<file path="src/rtl/code_patch_regs_pkg.sv">
// Shared register map, CTRL bit layout and commit-FSM state type for the
// code-patch configuration register block.
package code_patch_regs_pkg;

  localparam int unsigned REG_CTRL     = 0;
  localparam int unsigned REG_PEN      = 1;
  localparam int unsigned REG_NOPG     = 2;
  localparam int unsigned REG_COMMIT   = 3;
  localparam int unsigned REG_PAT_BASE = 4;

  localparam int unsigned CTRL_PAT_GEN_BIT      = 0;
  localparam int unsigned CTRL_ADDR_OR_DATA_BIT = 1;

  typedef enum logic {
    COMMIT_IDLE    = 1'b0,
    COMMIT_PENDING = 1'b1
  } commit_state_e;

endpackage

</file>
<file path="src/rtl/code_patch_wb_slave_if.sv">
// Wishbone B4 pipelined slave front end: accepts a request every cycle, flags
// unmapped addresses and registers the single-cycle ack/err and read data.
module code_patch_wb_slave_if #(
  parameter int unsigned REG_ADDR_WIDTH = 8,
  parameter int unsigned DATA_WIDTH     = 16,
  parameter int unsigned NUM_WORDS      = 8
) (
  input  logic                      clk_i,
  input  logic                      rst_ni,
  input  logic                      cyc,
  input  logic                      stb,
  input  logic                      we,
  input  logic [REG_ADDR_WIDTH-1:0] adr,
  input  logic [DATA_WIDTH-1:0]     rd_data,
  output logic                      wr_en,
  output logic                      ack,
  output logic                      err,
  output logic [DATA_WIDTH-1:0]     dat
);

  logic accept;
  logic mapped;

  assign accept = cyc & stb;
  assign mapped = 32'(adr) < 32'(NUM_WORDS);
  assign wr_en  = accept & we & mapped;

  // NOTE: state is updated with non-blocking assignments so every flop samples
  // the pre-edge values, independent of statement order.
  always_ff @(posedge clk_i or negedge rst_ni) begin
    if (!rst_ni) begin
      ack <= 1'b0;
      err <= 1'b0;
      dat <= '0;
    end else begin
      ack <= accept & mapped;
      err <= accept & ~mapped;
      dat <= (accept & mapped & ~we) ? rd_data : '0;
    end
  end

endmodule

</file>
<file path="src/rtl/code_patch_wb_regs.sv">
// Code-patch configuration registers: a software-visible shadow bank and a live
// bank that is refreshed atomically by COMMIT once the patched bus is idle.
module code_patch_wb_regs
  import code_patch_regs_pkg::*;
#(
  parameter int unsigned REG_ADDR_WIDTH   = 8,
  parameter int unsigned DATA_WIDTH       = 16,
  parameter int unsigned PATCH_ADDR_WIDTH = 16,
  parameter int unsigned PATCH_DATA_WIDTH = 16,
  parameter int unsigned NUM_REGS         = 2,
  parameter int unsigned SEL_WIDTH        = DATA_WIDTH / 8
) (
  input  logic                                      clk_i,
  input  logic                                      rst_ni,
  input  logic [DATA_WIDTH-1:0]                     wb_dat_i,
  input  logic [REG_ADDR_WIDTH-1:0]                 wb_adr_i,
  input  logic                                      wb_cyc_i,
  input  logic                                      wb_stb_i,
  input  logic                                      wb_we_i,
  input  logic [SEL_WIDTH-1:0]                      wb_sel_i,
  output logic [DATA_WIDTH-1:0]                     wb_dat_o,
  output logic                                      wb_ack_o,
  output logic                                      wb_err_o,
  output logic                                      wb_stall_o,
  input  logic                                      patch_bus_busy_i,
  output logic                                      cfg_pat_gen_o,
  output logic                                      cfg_addr_or_data_o,
  output logic [NUM_REGS-1:0][PATCH_ADDR_WIDTH-1:0] ctl_pat_addr_o,
  output logic [NUM_REGS-1:0][PATCH_DATA_WIDTH-1:0] ctl_pat_data_o,
  output logic [NUM_REGS-1:0]                       ctl_pat_pen_o,
  output logic [NUM_REGS-1:0]                       ctl_pat_nopg_o
);

  localparam int unsigned NUM_WORDS = REG_PAT_BASE + 2 * NUM_REGS;

  if (PATCH_ADDR_WIDTH > DATA_WIDTH) begin : g_bad_addr_width
    $error("PATCH_ADDR_WIDTH must not exceed DATA_WIDTH");
  end
  if (PATCH_DATA_WIDTH > DATA_WIDTH) begin : g_bad_data_width
    $error("PATCH_DATA_WIDTH must not exceed DATA_WIDTH");
  end
  if (NUM_REGS < 1 || NUM_REGS > DATA_WIDTH) begin : g_bad_num_regs
    $error("NUM_REGS must be in 1..DATA_WIDTH");
  end
  if (DATA_WIDTH % 8 != 0) begin : g_bad_dw
    $error("DATA_WIDTH must be a multiple of 8");
  end

  logic [1:0]                                ctrl_q;
  logic [NUM_REGS-1:0]                       pen_q;
  logic [NUM_REGS-1:0]                       nopg_q;
  logic [NUM_REGS-1:0][PATCH_ADDR_WIDTH-1:0] pat_addr_q;
  logic [NUM_REGS-1:0][PATCH_DATA_WIDTH-1:0] pat_data_q;

  logic                  wr_en;
  logic [DATA_WIDTH-1:0] rd_data;
  logic [DATA_WIDTH-1:0] wr_word;
  logic                  commit_req;
  logic                  do_copy;
  commit_state_e         state_q, state_d;

  code_patch_wb_slave_if #(
    .REG_ADDR_WIDTH (REG_ADDR_WIDTH),
    .DATA_WIDTH     (DATA_WIDTH),
    .NUM_WORDS      (NUM_WORDS)
  ) u_slave_if (
    .clk_i   (clk_i),
    .rst_ni  (rst_ni),
    .cyc     (wb_cyc_i),
    .stb     (wb_stb_i),
    .we      (wb_we_i),
    .adr     (wb_adr_i),
    .rd_data (rd_data),
    .wr_en   (wr_en),
    .ack     (wb_ack_o),
    .err     (wb_err_o),
    .dat     (wb_dat_o)
  );

  assign wb_stall_o = 1'b0;

  // NOTE: every combinational output gets a default first, so no path can
  // leave it unassigned and infer a latch.
  always_comb begin
    rd_data = '0;
    if (wb_adr_i == REG_ADDR_WIDTH'(REG_CTRL))   rd_data[1:0]          = ctrl_q;
    if (wb_adr_i == REG_ADDR_WIDTH'(REG_PEN))    rd_data[NUM_REGS-1:0] = pen_q;
    if (wb_adr_i == REG_ADDR_WIDTH'(REG_NOPG))   rd_data[NUM_REGS-1:0] = nopg_q;
    if (wb_adr_i == REG_ADDR_WIDTH'(REG_COMMIT)) rd_data[0] = (state_q == COMMIT_PENDING);
    for (int i = 0; i < int'(NUM_REGS); i++) begin
      if (wb_adr_i == REG_ADDR_WIDTH'(REG_PAT_BASE + 2 * i))
        rd_data[PATCH_ADDR_WIDTH-1:0] = pat_addr_q[i];
      if (wb_adr_i == REG_ADDR_WIDTH'(REG_PAT_BASE + 2 * i + 1))
        rd_data[PATCH_DATA_WIDTH-1:0] = pat_data_q[i];
    end
  end

  // The read mux already holds the addressed register, so merging it with the
  // write data under the byte selects yields the post-write word.
  always_comb begin
    wr_word = rd_data;
    for (int b = 0; b < int'(SEL_WIDTH); b++) begin
      if (wb_sel_i[b]) wr_word[b*8 +: 8] = wb_dat_i[b*8 +: 8];
    end
  end

  always_ff @(posedge clk_i or negedge rst_ni) begin
    if (!rst_ni) begin
      ctrl_q     <= '0;
      pen_q      <= '0;
      nopg_q     <= '0;
      pat_addr_q <= '0;
      pat_data_q <= '0;
    end else if (wr_en) begin
      if (wb_adr_i == REG_ADDR_WIDTH'(REG_CTRL)) ctrl_q <= wr_word[1:0];
      if (wb_adr_i == REG_ADDR_WIDTH'(REG_PEN))  pen_q  <= wr_word[NUM_REGS-1:0];
      if (wb_adr_i == REG_ADDR_WIDTH'(REG_NOPG)) nopg_q <= wr_word[NUM_REGS-1:0];
      for (int i = 0; i < int'(NUM_REGS); i++) begin
        if (wb_adr_i == REG_ADDR_WIDTH'(REG_PAT_BASE + 2 * i))
          pat_addr_q[i] <= wr_word[PATCH_ADDR_WIDTH-1:0];
        if (wb_adr_i == REG_ADDR_WIDTH'(REG_PAT_BASE + 2 * i + 1))
          pat_data_q[i] <= wr_word[PATCH_DATA_WIDTH-1:0];
      end
    end
  end

  assign commit_req = wr_en && (wb_adr_i == REG_ADDR_WIDTH'(REG_COMMIT))
                      && wb_sel_i[0] && wb_dat_i[0];

  always_comb begin
    state_d = state_q;
    do_copy = 1'b0;
    unique case (state_q)
      COMMIT_IDLE: begin
        if (commit_req) state_d = COMMIT_PENDING;
      end
      COMMIT_PENDING: begin
        if (!patch_bus_busy_i) begin
          do_copy = 1'b1;
          state_d = COMMIT_IDLE;
        end
      end
    endcase
  end

  always_ff @(posedge clk_i or negedge rst_ni) begin
    if (!rst_ni) state_q <= COMMIT_IDLE;
    else         state_q <= state_d;
  end

  // The copy samples the shadow bank before any write landing on the same edge.
  always_ff @(posedge clk_i or negedge rst_ni) begin
    if (!rst_ni) begin
      cfg_pat_gen_o      <= 1'b0;
      cfg_addr_or_data_o <= 1'b0;
      ctl_pat_pen_o      <= '0;
      ctl_pat_nopg_o     <= '0;
      ctl_pat_addr_o     <= '0;
      ctl_pat_data_o     <= '0;
    end else if (do_copy) begin
      cfg_pat_gen_o      <= ctrl_q[CTRL_PAT_GEN_BIT];
      cfg_addr_or_data_o <= ctrl_q[CTRL_ADDR_OR_DATA_BIT];
      ctl_pat_pen_o      <= pen_q;
      ctl_pat_nopg_o     <= nopg_q;
      ctl_pat_addr_o     <= pat_addr_q;
      ctl_pat_data_o     <= pat_data_q;
    end
  end

endmodule

</file>
<file path="config.mk">
export PLATFORM = sky130hd
export DESIGN_NAME = code_patch_wb_regs
export DESIGN_NICKNAME = d
export VERILOG_FILES = /design/src/rtl/code_patch_regs_pkg.sv /design/src/rtl/code_patch_wb_slave_if.sv /design/src/rtl/code_patch_wb_regs.sv
export SDC_FILE = /design/constraint.sdc
export NUM_CORES = 1
export LEC_CHECK = 0
export ABC_AREA = 0
export BUFFER_PORTS_ARGS = -buffer_cell sky130_fd_sc_hd__buf_2
export CORE_MARGIN = 2
export CORE_UTILIZATION = 30
export CTS_CLUSTER_SIZE = 20
export DETAILED_ROUTE_END_ITERATION = 6
export GPL_TIMING_DRIVEN = 0
export PLACE_DENSITY_LB_ADDON = 0.15
export SLEW_MARGIN = 15
export SYNTH_ARGS = -nofsm -noshare
export SYNTH_HDL_FRONTEND = slang
export SYNTH_SLANG_ARGS = --single-unit
</file>
<file path="constraint.sdc">
create_clock -name clk_i -period 1.48 [get_ports clk_i]
set_input_delay 0.148 -clock clk_i [delete_from_list [all_inputs] [get_ports clk_i]]
set_output_delay 0.148 -clock clk_i [all_outputs]
set_load 0.05 [all_outputs]
</file>
## Word-level counts from Yosys, hierarchy flattened

Index checks and enable logic that the tools add are counted.
W data, S select, Z words.

- Bits in registers: 159
- Bits in writable memories: 0
- Bits in latches: 0
- Output and inout port bits: 89
- Memory bits (read-only): 0
- Memories kept: 0
- Word-level logic and storage cells: 63

- Eq/ne operators: 7
- Magnitude comparators: 1
- Divide/modulo/power cells: 0
- Shift operators: 0
- Bitwise logic cells: 9
- Add/subtract/negate cells: 0
- Multiply operators: 0
- Reduce and logical (&&, ||, !) cells: 11
- Multiplexer cells: 16

Operators by type and width:

| kind | number |
|---|---|
| $mux W16 | 5 |
| $eq A8 B3 Y1 const B | 4 |
| $eq A8 B2 Y1 const B | 2 |
| $mux W8 | 2 |
| $reduce_and A2 Y1 | 7 |
| $eq A8 B1 Y1 const B | 1 |
| $logic_not A8 Y1 | 1 |
| $lt A8 B4 Y1 const B | 1 |
| $and A1 B1 Y1 | 6 |
| $mux W2 | 3 |
| $mux W1 | 5 |
| $logic_and A1 B1 Y1 | 3 |
| $not A1 Y1 | 3 |
| $pmux W1 S2 | 1 |

## Depth between registers and ports, before layout

Gate-level depths: netlist of the first run.

- Depth in word-level cells: 10
- Mapped depth: 7
- Depth with buffers taken out: 4

## Modules after synthesis

A second synthesis of the first run with hierarchy kept.

- Cells, all modules: 530
- Area total of the unflattened synthesis: 6856.6 um2

By module, submodules not included:

| module | instances | area each (um2) | cells an instance |
|---|---|---|---|
| code_patch_wb_regs | 1 | 6120.9 | 469 |
| code_patch_wb_slave_if | 1 | 735.7 | 61 |

## Worst setup path before layout of the first run

No wires, ideal clock.

- Path type: input to register
- Start: input port wb_adr_i[3]
- End: register pat_data_q[1] in the netlist's numbering
- Library setup time: 0.125 ns
- Arrival: 1.597 ns
- Required time: 1.355 ns
- Path slack: -0.241 ns
- Stages: 6
- Cell sequence: or4_4 -> nor3_2 -> buf_2 -> and2_4 -> buf_8 -> mux2_2

- Word-level cells in the longest chain between the ends: 9
- Elaborated cells between the ends (all ways): 18
- Those cells by class: order compare (1); eq/ne (6); mux (8); bitwise (1); reduce/logical (2)

Ends and longest elaborated chain:

| element | RTL line | text |
|---|---|---|
| start, declared | code_patch_wb_regs.sv:16 | `input logic [REG_ADDR_WIDTH-1:0] wb_adr_i,` |
| $logic_not A8 Y1 | code_patch_wb_regs.sv:86 | `if (wb_adr_i == REG_ADDR_WIDTH'(REG_CTRL)) rd_data[1:0] = ctrl_q;` |
| $mux W2 | code_patch_wb_regs.sv:86 |  |
| $mux W2 | code_patch_wb_regs.sv:87 | `if (wb_adr_i == REG_ADDR_WIDTH'(REG_PEN)) rd_data[NUM_REGS-1:0] = pen_q;` |
| $mux W2 | code_patch_wb_regs.sv:88 | `if (wb_adr_i == REG_ADDR_WIDTH'(REG_NOPG)) rd_data[NUM_REGS-1:0] = nopg_q;` |
| $mux W16 | code_patch_wb_regs.sv:91 | `if (wb_adr_i == REG_ADDR_WIDTH'(REG_PAT_BASE + 2 * i))` |
| $mux W16 | code_patch_wb_regs.sv:93 | `if (wb_adr_i == REG_ADDR_WIDTH'(REG_PAT_BASE + 2 * i + 1))` |
| $mux W16 | code_patch_wb_regs.sv:91 |  |
| $mux W16 | code_patch_wb_regs.sv:93 |  |
| $mux W8 | code_patch_wb_regs.sv:103 | `if (wb_sel_i[b]) wr_word[b*8 +: 8] = wb_dat_i[b*8 +: 8];` |
| end signal, assigned by index | code_patch_wb_regs.sv:122 | `pat_data_q[i] <= wr_word[PATCH_DATA_WIDTH-1:0];` |
| end, declared | code_patch_wb_regs.sv:53 | `logic [NUM_REGS-1:0][PATCH_DATA_WIDTH-1:0] pat_data_q;` |

Several ways; a longest one is shown, not always the timed one.
A chain may end at the register's enable or synchronous reset.

## Worst setup path in the final report of the first run

- Start: register pat_addr_q[0] in the netlist's numbering
- End: register ctrl_q[0]

- Word-level cells in the longest chain between the ends: 5

Ends and longest elaborated chain:

| element | RTL line | text |
|---|---|---|
| start, declared | code_patch_wb_regs.sv:52 | `logic [NUM_REGS-1:0][PATCH_ADDR_WIDTH-1:0] pat_addr_q;` |
| start signal, assigned by index | code_patch_wb_regs.sv:120 | `pat_addr_q[i] <= wr_word[PATCH_ADDR_WIDTH-1:0];` |
| $mux W16 | code_patch_wb_regs.sv:91 |  |
| $mux W16 | code_patch_wb_regs.sv:93 |  |
| $mux W16 | code_patch_wb_regs.sv:91 |  |
| $mux W16 | code_patch_wb_regs.sv:93 |  |
| $mux W8 | code_patch_wb_regs.sv:103 |  |
| end signal, assigned | code_patch_wb_regs.sv:115 | `if (wb_adr_i == REG_ADDR_WIDTH'(REG_CTRL)) ctrl_q <= wr_word[1:0];` |
| end, declared | code_patch_wb_regs.sv:49 | `logic [1:0] ctrl_q;` |

No other way between the ends.

==> results of run 1 <==
## cells by family after synthesis
logic type,after synthesis,share of synthesized area
mux,97,0.184
buf+inv,44,0.0352
flops,159,0.589
other cells,1,0.000555
simple gates,80,0.0741
compound gates,130,0.116
## critical path, delay by kind of cell (launching register included)
family | cells | cell delay (ns)
DFF | 1 | 0.38
muxes | 2 | 0.40
AOI/OAI and AO/OA | 2 | 0.70
## metal layers
layer  global-route usage  share of wire  up-vias
li1                     -              -     2204
met1                0.239           0.43     2554
met2                0.287           0.49      212
met3               0.0386          0.061       24
met4               0.0632          0.015        0
met5                    0              0        -
## through the flow
stage	utilization	setup TNS [ns]
final	0.395	-1.14
after global routing	0.395	-2.25
after CTS	0.394	-1.22
after detailed placement	0.354	-64.20
after global placement	0.352	-399.62
after floorplan	-	-5.68
## state kept, by name, summed over array words and instances, names as in the netlist
name / cells
u_slave_if.dat: 16
u_slave_if.ack: 1
pat_addr_q: 32
u_slave_if.err: 1
ctl_pat_nopg_o: 2
ctl_pat_addr_o: 32
nopg_q: 2
cfg_pat_gen_o: 1
pat_data_q: 32
state_q: 1
cfg_addr_or_data_o: 1
pen_q: 2
ctl_pat_data_o: 32
ctl_pat_pen_o: 2
ctrl_q: 2
## power groups by stage
| stage | Combinational (mW) | Sequential (mW) | Clock (mW) |
|---|---|---|---|
| global placement | 0.431 | 4.52 | 0 |
| global route | 0.530 | 4.45 | 5.01 |
| floorplan | 0.211 | 4.51 | 0 |
| finish | 0.480 | 4.44 | 4.71 |
| detailed placement | 0.450 | 4.52 | 0 |
| CTS | 0.481 | 4.44 | 4.81 |
## what timing repair did
item	in CTS	in global routing
gates resized for setup	35	7
endpoints found under the hold margin	77	0
gates cloned	1	0
pin swaps	8	12
setup endpoints to repair	116	62
buffers inserted	8	3
hold buffers	3	0
## layout make-up
type	instances	share of cell area
clock buffers	18	0.0494
repair buffers	133	0.0886
multi-input cells	308	0.304
well taps	280	0.0403
clock inverters	12	0.0223
plain buffers	38	0.0347
flip-flops and latches	159	0.458
inverters	5	0.00216
## how the worst max path moves through the flow
stage,depth (start not counted),to,slack [ns],startpoint
2_1_floorplan,6,pat_data_q[1],-0.21,wb_adr_i[3]
3_3_place_gp,1,ctl_pat_addr_o[26],-2.13,rst_ni
3_5_place_dp,6,pat_data_q[13],-0.88,wb_we_i
4_1_cts,4,ctrl_q[0],-0.14,pat_addr_q[16]
5_1_grt,4,ctrl_q[0],-0.18,pat_addr_q[0]
6_report,4,ctrl_q[0],-0.14,pat_addr_q[0]
## Yosys cell counts (all sizes together)
| master | number |
|---|---|
| a2111oi | 1 |
| a211oi | 1 |
| a21oi | 62 |
| a221o | 1 |
| a221oi | 2 |
| a22oi | 1 |
| a31oi | 57 |
| a32oi | 1 |
| and2 | 17 |
| and2b | 1 |
| and3 | 3 |
| and4 | 1 |
| and4bb | 1 |
| buf | 24 |
| clkbuf | 15 |
| conb | 1 |
| dfrtp | 159 |
| inv | 5 |
| mux2 | 79 |
| mux2i | 4 |
| mux4 | 14 |
| nand2 | 22 |
| nand2b | 1 |
| nand3 | 4 |
| nand3b | 14 |
| nand4 | 2 |
| nor2 | 6 |
| nor2b | 1 |
| nor3 | 3 |
| nor4 | 2 |
| o21ai | 2 |
| o41ai | 2 |
| or2 | 1 |
| or4 | 1 |
==> out/metrics.yaml, run 1 <==
clkSlewWorstSetupHoldPaths_ns: 0.06
p_leak_nw: 4.41
ys_seq_elements: 159
insertion_delay_ns: 0.44
whs_path_depth: 2
arrival_ns: 1.91
sw_frac_of_total: 0.219
dp.cells: 909
hold-worst-slack_ns: 0.0148
finalClockSkew_ns: 0.0128
clk_path_buf_depth: 2
fmax_mhz: 618
violations: "negative setup slack"
period_needed_ns: 1.62
synthCells: 511
cp-end-kind: "flip-flop"
synth.top_cell.area_share: 0.589
worst_pin_slew_ns: 0.724
hpwlAfterDp_um: 14300
rsz0062_at_grt: "yes"
drc_errors: 0
power_mw: 9.64
start_kind: "flip-flop"
htreeDepth: 4
grt_pass1_wl_um: 31500
max_stage_delay_ns: 0.38
layout_commonest_cell: "dfrtp_1"
avgSynthCellArea_um2: 13.2
grt_pass1_vias: 5246
die_w_um: 154
syn_nets: 543
powerDensity_nw_per_um2: 1110
fin_area_um2: 8680
grt_overflow: 0
vias_per_cell: 5.24
antenna_found_initial: 0
stdcell_count: 953
gp_congestion: 0.818
numClockSinks: 159
fillers: 2130
fp.coreArea_um2: 22000
hold_class: "in -> reg"
yosys_warnings: 0
cp_max_fo: 6
p_comb_frac: 0.050
die_y_um: 154
numPortBuffers: 117
crit_chain: "mux2_4 > a221o_1 > a32oi_4 > mux2i_1"
synth.cell_area_um2: 6750
synth_top_cell_by_area: "dfrtp_1"
p_seq_frac: 0.461
die-area_um2: 23700
setup_viol: 12
routed_wl_um: 20700
num_vias: 4994
fin_crit_sh: 1.09
seq_area_um2: 3980
layout_setup_ws_ns: -0.137
cts-root-buf: "clkbuf_16"
rows: 54
drive_above_1_share: 0.456
intPower_mw: 7.52
cts_tree: "yes"
areaGrowthSynthToFinish_pct: 28.6
grt_max_degree: 85
outcome: "finished with violations"
start_util: 0.307
place_ws_ns: -0.884
r2r-end: "ctrl_q[0]"
post_drt_wl_per_cell_um: 21.7
synth_area_leaders: "dfrtp_1 59%, mux2_2 13%, a31oi_1 5.3%, mux4_2 4.7%, a21oi_1 4.6%"
crit_slowest_cell: "dfrtp_1"
cts_buffers: 17
reg2reg_slack_ns: -0.14
place_area_um2: 7770
holdPathEnd: "pat_data_q[16]"
maxSlewViolCount: 0
grtUsageTotal: 0.179
antenna_cells: 0
drtPass1Iterations: 4
worstHoldStart: "wb_dat_i[0]"
mostFrequentLayoutCells: "159 x dfrtp_1, 120 x buf_2, 68 x mux2_2"
fin_nets: 694
power_frac_clock: 0.489
r2r_start: "pat_addr_q[0]"
top_level_ports: 121
worstPathRequired_ns: 1.77
drv_cap: 0
crit_type: "reg -> reg"
max_slew_margin: 0.517
multi_input_area_um2: 2640
ir_drop_v: 0.000726
seq_area_frac_synth: 0.589
drtIter0Drc: 326
p_switching_mw: 2.11
r2r_cells: 4
finalHoldViolations: 0
antenna_left: 0
synthDistinctLibCells: 44
(Power assumes the default switching activity.)
==> inputs of run 2 (changes only) <==
==> constraint.sdc (replaced) <==
create_clock -name clk_i -period 1.6 [get_ports clk_i]
set_input_delay 0.16 -clock clk_i [delete_from_list [all_inputs] [get_ports clk_i]]
set_output_delay 0.16 -clock clk_i [all_outputs]
set_load 0.05 [all_outputs]
==> out/metrics.yaml, run 2 (synthesis gave the netlist of run 1 again) <==
crit_slowest_cell: "dfrtp_1"
cts_tree: "yes"
fin_area_um2: 8580  # -1.3%
layout_setup_ws_ns: -0.0779  # +0.0592 ns
arrival_ns: 1.97  # +0.06 ns
gp_congestion: 0.856  # +4.7%
numClockSinks: 159  # unchanged
final_util: 0.391  # -0.00496
hpwlAfterDp_um: 14300  # +0.17%
max_stage_delay_ns: 0.40  # +0.02 ns
routed_wl_um: 21100  # +2.1%
fp.coreArea_um2: 22000  # unchanged
r2r_cells: 4  # unchanged
r2r-end: "pat_addr_q[0]"
drtPass1Iterations: 5  # +1
ir_drop_v: 0.000670  # -7.7%
period_needed_ns: 1.68  # +0.0608 ns
clkSlewWorstSetupHoldPaths_ns: 0.06  # about the same
die_y_um: 154  # unchanged
reg2reg_slack_ns: -0.08  # +0.06 ns
vias_per_cell: 5.26  # +0.44%
worstHoldStart: "wb_we_i"
fin_tns_setup_ns: -0.267  # +0.871 ns
mostFrequentLayoutCells: "159 x dfrtp_1, 124 x buf_2, 69 x mux2_2"
worst_pin_slew_ns: 0.732  # +0.00810 ns
cp_top_family: "compound AO/OA/AOI/OAI gates"
place_ws_ns: -0.748  # +0.135 ns
whs_path_depth: 2  # unchanged
cp-end-kind: "flip-flop"
drtIter0Drc: 284  # -13%
antenna_found_initial: 0  # unchanged
htreeDepth: 4  # unchanged
powerDensity_nw_per_um2: 1000  # -9.7%
clk_path_buf_depth: 2  # unchanged
worstPathRequired_ns: 1.89  # +0.12 ns
drv_cap: 0  # unchanged
crit_chain: "mux2_4 > a221o_1 > a32oi_4 > a31oi_1"
drive_above_1_share: 0.452  # -0.00446
hold-worst-slack_ns: 0.0322  # +0.0174 ns
antenna_cells: 0  # unchanged
r2r_start: "pat_addr_q[16]"
cp_num_buf_inv: 0  # unchanged
fin_nets: 692  # -0.29%
antenna_left: 0  # unchanged
die-area_um2: 23700  # unchanged
grt_max_degree: 95  # +12%
rsz0062_at_grt: "yes"
holdPathEnd: "u_slave_if.dat[0]"
drc_errors: 0  # unchanged
num_vias: 5016  # +0.44%
numPortBuffers: 117  # unchanged
cts-root-buf: "clkbuf_16"
die_w_um: 154  # unchanged
grt_overflow: 0  # unchanged
top_level_ports: 121  # unchanged
cp_max_fo: 6  # unchanged
rows: 54  # unchanged
hold_class: "in -> reg"
p_leak_nw: 4.35  # -1.3%
fin_crit_sh: 1.05  # -0.0440
max_slew_margin: 0.512  # -0.00540
fmax_mhz: 596  # -3.6%
insertion_delay_ns: 0.43  # about the same
setup_viol: 7  # -5
cts_buffers: 17  # unchanged
crit_type: "reg -> reg"
finalHoldViolations: 0  # unchanged
areaGrowthSynthToFinish_pct: 27.0
outcome: "finished with violations"
place_area_um2: 7730  # -0.43%
violations: "negative setup slack"
finalClockSkew_ns: 0.00755  # -0.00523 ns
maxSlewViolCount: 0  # unchanged
grt_pass1_vias: 5349  # +2.0%
layout_commonest_cell: "dfrtp_1"
start_kind: "flip-flop"
grt_pass1_wl_um: 32100  # +1.9%
grtUsageTotal: 0.181  # +0.00202
start_util: 0.307  # unchanged
post_drt_wl_per_cell_um: 22.1  # +2.1%
-- run 2: final cells by class --
| class | instances | area (um^2) |
|---|---|---|
| buffer | 37 | 269 |
| timing repair buffer | 132 | 736 |
| clock buffer | 22 | 474 |
| fill | 2122 | 13400 |
| sequential | 159 | 3980 |
| inverter | 5 | 18.8 |
| tap | 280 | 350 |
| multi-input combinational | 308 | 2640 |
| clock inverter | 10 | 111 |
-- run 2: metrics by stage --
step	power (mW)	cells
6_report	8.60	953
5_1_grt	8.92	953
4_1_cts	8.68	946
3_5_place_dp	4.60	909
3_3_place_gp	4.58	908
2_1_floorplan	4.36	511
-- run 2: where the power goes --
part           internal (mW)  switching [mW]
logic                  0.152           0.293
registers               4.07          0.0436
clock network           2.41            1.63
total                   6.63            1.97
-- run 2: worst max-delay path by stage --
stage	startpoint	endpoint	slack [ns]	cells after the start
floorplan	wb_adr_i[3]	pat_data_q[1]	-0.10	6
global placement	rst_ni	u_slave_if.dat[11]	-2.02	1
detailed placement	wb_adr_i[1]	pat_data_q[21]	-0.75	7
CTS	pat_addr_q[16]	ctrl_q[0]	-0.07	4
global route	pat_addr_q[0]	pen_q[0]	-0.12	4
finish	pat_addr_q[16]	pat_addr_q[0]	-0.08	4
-- run 2: timing repair --
action                                  CTS  global route
resized for setup                        23            22
buffers inserted                          3             8
endpoints found under the setup margin  115            68
cloned                                    0             0
endpoints found under the hold margin    67             0
hold buffers                              3             0
pin swaps                                 6             7
-- run 2: layer usage --
metal	global-route usage	routed length, um
met5	0	0
met4	0.0654	428
met3	0.0361	1140
met2	0.287	10000
met1	0.246	9480
